===== src/rtl/stoch_to_bin.sv =====
// Stochastic-to-binary decoder: counts ones in a unipolar bitstream over a
// window of 2^WIDTH accepted samples and latches the saturated count.
module stoch_to_bin #(
   parameter int unsigned WIDTH = 8
) (
   input  logic             TRIG,
   input  logic             RESET,
   input  logic             START,
   input  logic             CONT,
   input  logic             EN,
   input  logic             IN,
   output logic [WIDTH-1:0] OUT,
   output logic             VALID,
   output logic             BUSY
);

   localparam int unsigned CW = WIDTH + 1;
   localparam logic [WIDTH-1:0] LAST_SAMPLE = '1;
   localparam logic [WIDTH-1:0] MAX_VALUE   = '1;

   typedef enum logic {
      IDLE  = 1'b0,
      COUNT = 1'b1
   } state_t;

   state_t           state_q, state_d;
   logic [CW-1:0]    ones_q,  ones_d;
   logic [WIDTH-1:0] samp_q,  samp_d;
   logic [WIDTH-1:0] out_q,   out_d;
   logic             valid_q, valid_d;
   logic             busy_q,  busy_d;
   logic [CW-1:0]    total;

   // State and datapath registers; reset discards any partial window.
   always_ff @(posedge TRIG) begin
      if (RESET) begin
         state_q <= IDLE;
         ones_q  <= '0;
         samp_q  <= '0;
         out_q   <= '0;
         valid_q <= 1'b0;
         busy_q  <= 1'b0;
      end else begin
         state_q <= state_d;
         ones_q  <= ones_d;
         samp_q  <= samp_d;
         out_q   <= out_d;
         valid_q <= valid_d;
         busy_q  <= busy_d;
      end
   end

   // Next-state, counting and window-completion logic.
   always_comb begin
      state_d = state_q;
      ones_d  = ones_q;
      samp_d  = samp_q;
      out_d   = out_q;
      valid_d = 1'b0;
      total   = ones_q + CW'(IN);

      case (state_q)
         IDLE: begin
            if (START || CONT) begin
               state_d = COUNT;
               ones_d  = '0;
               samp_d  = '0;
            end
         end
         COUNT: begin
            if (EN) begin
               if (samp_q == LAST_SAMPLE) begin
                  // An all-ones window reaches 2^WIDTH and saturates.
                  out_d   = total[WIDTH] ? MAX_VALUE : total[WIDTH-1:0];
                  valid_d = 1'b1;
                  ones_d  = '0;
                  samp_d  = '0;
                  if (!(CONT || START)) begin
                     state_d = IDLE;
                  end
               end else begin
                  samp_d = samp_q + WIDTH'(1);
                  ones_d = total;
               end
            end
         end
         default: state_d = IDLE;
      endcase

      busy_d = (state_d == COUNT);
   end

   assign OUT   = out_q;
   assign VALID = valid_q;
   assign BUSY  = busy_q;

endmodule


===== config.mk =====
export PLATFORM = sky130hd
export DESIGN_NAME = stoch_to_bin
export DESIGN_NICKNAME = d
export VERILOG_FILES = /design/src/rtl/stoch_to_bin.sv
export SDC_FILE = /design/constraint.sdc
export NUM_CORES = 1
export LEC_CHECK = 0
export CORE_MARGIN = 4
export CORE_UTILIZATION = 50
export CTS_CLUSTER_SIZE = 8
export DETAILED_ROUTE_END_ITERATION = 8
export PLACE_DENSITY = 0.73
export SKIP_CTS_REPAIR_TIMING = 1
export SLEW_MARGIN = 20
export SYNTH_ARGS = -nofsm -noshare
export SYNTH_HDL_FRONTEND = slang
export SYNTH_SLANG_ARGS = --single-unit

===== constraint.sdc =====
create_clock -name TRIG -period 4.1 [get_ports TRIG]
set_input_delay 0.41 -clock TRIG [delete_from_list [all_inputs] [get_ports TRIG]]
set_output_delay 0.41 -clock TRIG [all_outputs]
set_load 0.01 [all_outputs]

==> impl_metrics.json, run 1 <==
{
  "htree_num_levels": 1,
  "antenna_cells": 0,
  "vias": 1108,
  "ys_warn_count": 0,
  "overflow": 0,
  "row_count": 17,
  "grt_pass1_vias": 1043,
  "antenna_found_initial": 0,
  "min_period_ns": 2.22,
  "crit_fanout": 8,
  "fp.dieW_um": 58.4,
  "async_reset_ff_share_pct": 0,
  "r2r_end": "OUT[0]",
  "clock.fmax_mhz": 450,
  "ant_nets": 0,
  "fin_nets": 165,
  "critPathCaptureType": "flop",
  "cp.depth": 7,
  "syn_area_sq_um": 1270,
  "setup-tns-final_ns": 0,
  "critPathMaxStageDelay_ns": 0.46,
  "worstSetupStartpoint": "IN",
  "final_cell_area_sq_um": 1460,
  "crit_arrival_ns": 2.47,
  "drive_above_1_share_pct": 11.0,
  "whs_ns": 0.526,
  "cts_made_buffers": 3,
  "tritoncts": "yes",
  "dp.cells": 179,
  "placed_area_sq_um": 1430,
  "crit_required_ns": 4.35,
  "synth_cell_types": 36,
  "place_ws_ns": 1.54,
  "min_period_over_period_pct": 54.2,
  "r2r_cells": 4,
  "fin_skew_ns": 0.00604,
  "die-area_sq_um": 3410,
  "dp_hpwl_um": 1980,
  "worstMarginPinSlew_ns": 0.958,
  "cp_common_cell": "ha_1",
  "first_pass_iters": 4,
  "cts.path.max_buffers": 2,
  "syn2layout_area_growth_pct": 14.9,
  "viasPerCell": 6.05,
  "power.density_nw_per_um2": 283,
  "gp_congestion": 0.816,
  "fp.dieH_um": 58.4,
  "syn_inst": 140,
  "ys_ff_latch": 27,
  "vdd_drop_max_v": 0.000185,
  "r2r_start": "BUSY",
  "finalPower_uw": 413,
  "crit_family": "simple AND/OR/NAND/NOR gates",
  "synth_edf_count": 0,
  "synth_flop_cell": "dfxtp_1",
  "grtUsageTotal_pct": 17.4,
  "grt_pass1_wl_um": 4660,
  "routed_wl_um": 2710,
  "rsz0062_at_grt": "false",
  "r2r_setup_slack_ns": 2.03,
  "core_area_sq_um": 2320,
  "final_common_cell": "dfxtp_1",
  "grt_max_degree": 24,
  "fill_cells": 220,
  "start_util_pct": 54.8,
  "path_cells": "clkdlybuf4s50_1 > ha_1 > ha_1 > nand3_2 > or3_1 > and3_1 > a211oi_2",
  "clock-root-buffer": "clkbuf_4",
  "setup_ws_ns": 1.88,
  "cap_violations": 0,
  "timing.critical_path.to": "OUT[1]",
  "cts.clk_slew.worst_paths_ns": 0.14,
  "cp.buffers_inverters": 1,
  "start_kind": "primary input",
  "syn_avg_cell_area_sq_um": 9.07,
  "setup_viol": 0,
  "cts_num_sinks": 27,
  "hold_viol": 0,
  "slowest_stage": "clkdlybuf4s50_1",
  "num_io_pins": 16,
  "final_cell_mix": "27 x dfxtp_1, 18 x nor2_1, 15 x clkdlybuf4s50_1",
  "synth.yosys.seq_area_share_pct": 42.6,
  "status": "finished, final reports clean",
  "synthesis.nets": 149,
  "hp-class": "flop to flop",
  "relSlewSlack_pct": 35.9,
  "drtIter0Drc": 33,
  "drc": 0,
  "crit_type": "primary input to flop",
  "maxSlewViolCount": 0,
  "io_buffers": 15,
  "p_leak_nw": 0.483,
  "utilization_pct": 62.9,
  "finalNonFillerCells": 183,
  "clk_latency_ns": 0.33,
  "avgRoutedWirePerCell_um": 14.8
}
power by group:
part,total [mW],internal [mW],switching [mW]
sequential,0.267,0.264,0.00223
clock,0.118,0.0367,0.0809
combinational,0.0285,0.0112,0.0174
routing by layer:
metal / vias to the layer above / wire length, um / global-route usage (%)
li1: 550 / - / -
met1: 535 / 1350 / 23.6
met2: 18 / 1240 / 27.1
met3: 5 / 78 / 3.29
met4: 0 / 45 / 6.95
met5: - / 0 / 0
cell usage after synthesis (2+ instances only):
library cell / instances / area [sq um]
xor2_1: 4 / 35.0
ha_1: 3 / 37.5
a211oi_2: 9 / 113
xnor2_1: 2 / 17.5
a21o_1: 2 / 15.0
nand3_1: 4 / 20.0
and3_1: 2 / 12.5
nand4_1: 4 / 25.0
dfxtp_1: 27 / 541
a22oi_1: 3 / 22.5
nor2_1: 18 / 67.6
or3_1: 3 / 18.8
buf_1: 2 / 7.51
a311oi_1: 2 / 17.5
a21oi_1: 4 / 20.0
nand2b_1: 4 / 25.0
o21ai_0: 6 / 30.0
inv_1: 3 / 11.3
nand2_1: 14 / 52.6
a31oi_1: 8 / 50.1
cells by family (layout without fill, tap and decap cells):
family | after synthesis | after routing | synth area share [%]
and+or+nand+nor | 58 | 58 | 23.2
AOI/OAI and AO/OA | 38 | 38 | 23.6
DFF | 27 | 27 | 42.6
adders and majority gates | 3 | 3 | 2.96
muxes | 1 | 1 | 0.788
buffers and inverters | 7 | 22 | 2.76
xor gates and xnor gates | 6 | 6 | 4.14
tightest hold or removal path: stages (launching register included):
cell     delay [ns]
dfxtp_1        0.37
nand2_1        0.06
o21ai_0        0.07
cell type report:
cell class	count	area [sq um]	area share [%]
clock buffer	3	22.5	1.54
clock inverter	1	5.00	0.343
inverter	3	11.3	0.772
multi-input combinational	106	694	47.6
sequential	27	541	37.0
tap	28	35.0	2.40
timing repair buffer	15	150	10.3
registers in the layout, summed over array words and instances (netlist names):
| register | cells |
|---|---|
| ones_q | 9 |
| OUT | 8 |
| samp_q | 8 |
| BUSY | 1 |
| VALID | 1 |
worst min-delay path by stage:
stage / from / end / slack (ns) / cells past startpoint
floorplan: ones_q[8] / ones_q[8] / 0.44 / 1
global placement: ones_q[8] / ones_q[8] / 0.48 / 1
detailed placement: ones_q[8] / ones_q[8] / 0.48 / 1
CTS: ones_q[8] / ones_q[8] / 0.52 / 1
global route: ones_q[8] / ones_q[8] / 0.55 / 1
finish: ones_q[7] / ones_q[7] / 0.53 / 2
No activity file was read; power rests on OpenSTA's default activity.
==> run 2: changes to the inputs <==
- CORE_UTILIZATION: 50 -> 48
- clock period: 4.1 -> 1.95 ns (I/O delays scaled with it)
==> run 2 against run 1 <==
Compared with the run above:
- utilization down 1.2 points
- worst hold slack worse by 0.058 ns
- global-route usage up 0.30 points
==> impl_metrics.json, run 2 (synthesis results as in run 1) <==
{
  "min_period_ns": 1.77,
  "crit_required_ns": 2.22,
  "routed_wl_um": 2660,
  "hold_start": "START",
  "r2r_start": "ones_q[0]",
  "vdd_drop_max_v": 0.000631,
  "placed_area_sq_um": 1520,
  "start_util_pct": 50.8,
  "min_period_over_period_pct": 90.7,
  "syn2layout_area_growth_pct": 21.6,
  "fp.dieW_um": 59.4,
  "setup_ws_ns": 0.182,
  "viasPerCell": 5.58,
  "die-area_sq_um": 3530,
  "io_buffers": 15,
  "antenna_found_initial": 0,
  "setup_viol": 0,
  "tritoncts": "yes",
  "power.density_nw_per_um2": 568,
  "avgRoutedWirePerCell_um": 13.6,
  "grt_max_degree": 19,
  "rsz0062_at_grt": "false",
  "relSlewSlack_pct": 81.1,
  "status": "finished, final reports clean",
  "antenna_cells": 0,
  "dp_hpwl_um": 1970,
  "start_kind": "flop",
  "cts_num_sinks": 27,
  "grtUsageTotal_pct": 17.7,
  "regArea_sq_um": 541,
  "vias": 1093,
  "cts.clk_slew.worst_paths_ns": 0.14,
  "first_pass_iters": 4,
  "r2r_end": "OUT[1]",
  "maxSlewViolCount": 0,
  "crit_arrival_ns": 2.04,
  "fp.dieH_um": 59.4,
  "crit_fanout": 8,
  "grt_pass1_vias": 1033,
  "top_register": "ones_q",
  "final_common_cell": "dfxtp_1",
  "clk_latency_ns": 0.34,
  "worstMarginPinSlew_ns": 0.283,
  "hold_viol": 0,
  "drtIter0Drc": 24,
  "fin_nets": 176,
  "drive_above_1_share_pct": 16.9,
  "drc": 0,
  "cts_made_buffers": 3,
  "grt_pass1_wl_um": 4670,
  "crit_type": "flop to flop",
  "r2r_setup_slack_ns": 0.18,
  "clock.fmax_mhz": 566,
  "cts.path.max_buffers": 2,
  "htree_num_levels": 1,
  "ant_nets": 0,
  "hp-class": "primary input to flop",
  "place_ws_ns": -0.169,
  "clock-root-buffer": "clkbuf_4",
  "gp_congestion": 0.795,
  "r2r_cells": 6,
  "multiInputGateArea_sq_um": 696,
  "core_area_sq_um": 2500,
  "critPathCaptureType": "flop",
  "setup-tns-final_ns": 0,
  "hold_end": "BUSY",
  "p_leak_nw": 0.536,
  "final_cell_area_sq_um": 1540,
  "fin_skew_ns": 0.00862,
  "hold_depth": 3,
  "num_io_pins": 16,
  "cap_violations": 0,
  "fill_cells": 226,
  "final_cell_mix": "27 x dfxtp_1, 18 x nor2_1, 15 x clkdlybuf4s50_1",
  "overflow": 0,
  "largest_reg_flops": 9,
  "row_count": 18
}
==> run 2: changes by cell type in the layout (fill, tap and decap cells not counted), sizes merged <==
cell	previous run	this run
clkinv	1	0
buf	0	11
clkbuf	3	4
==> run 2: per-stage QoR <==
stage	hold WS (ns)	util [%]	power [mW]	std cells
after floorplan	0.320	-	0.607	140
after global placement	0.445	60.7	0.638	192
after detailed placement	0.482	60.7	0.641	192
after CTS	0.471	61.7	0.881	196
after global routing	0.501	61.8	0.918	196
final	0.468	61.8	0.877	196
==> run 2: layout make-up <==
class | count | share of cell area, %
Timing Repair Buffer | 26 | 15.1
Inverter | 3 | 0.729
Sequential cell | 27 | 35.0
Clock buffer | 4 | 1.70
Tap cell | 30 | 2.43
Multi-Input combinational cell | 106 | 45.1
==> run 2: how the worst max path moves through the flow <==
stage,slack (ns),endpoint,from
after floorplan,0.17,OUT[0],ones_q[0]
after global placement,-0.14,OUT[0],IN
after detailed placement,-0.17,OUT[0],IN
after CTS,0.13,OUT[0],ones_q[0]
after global routing,0.04,OUT[0],ones_q[0]
final,0.18,OUT[1],ones_q[0]
==> run 2: where the power goes <==
group / leakage, nW / switching (mW) / internal [mW] / total, mW
Sequential: 0.218 / 0.00469 / 0.556 / 0.560
Combinational: 0.303 / 0.0379 / 0.0304 / 0.0684
Clock: 0.0150 / 0.168 / 0.0805 / 0.248
==> run 2: worst max-delay path: stages, from the launching register on <==
cell and delay (ns):
dfxtp_1 0.36, ha_1 0.17, ha_1 0.18, nand3_2 0.10, or3_1 0.36, and3_2 0.31
a211oi_2 0.22
==> run 2: per-layer routing <==
metal / share of wire [%] / track usage [%] / vias to the layer above
li1: - / - / 569
met1: 50 / 22.1 / 514
met2: 46 / 28.5 / 5
met3: 2.4 / 5.23 / 5
met4: 1.7 / 6.80 / 0
met5: 0 / 0 / -
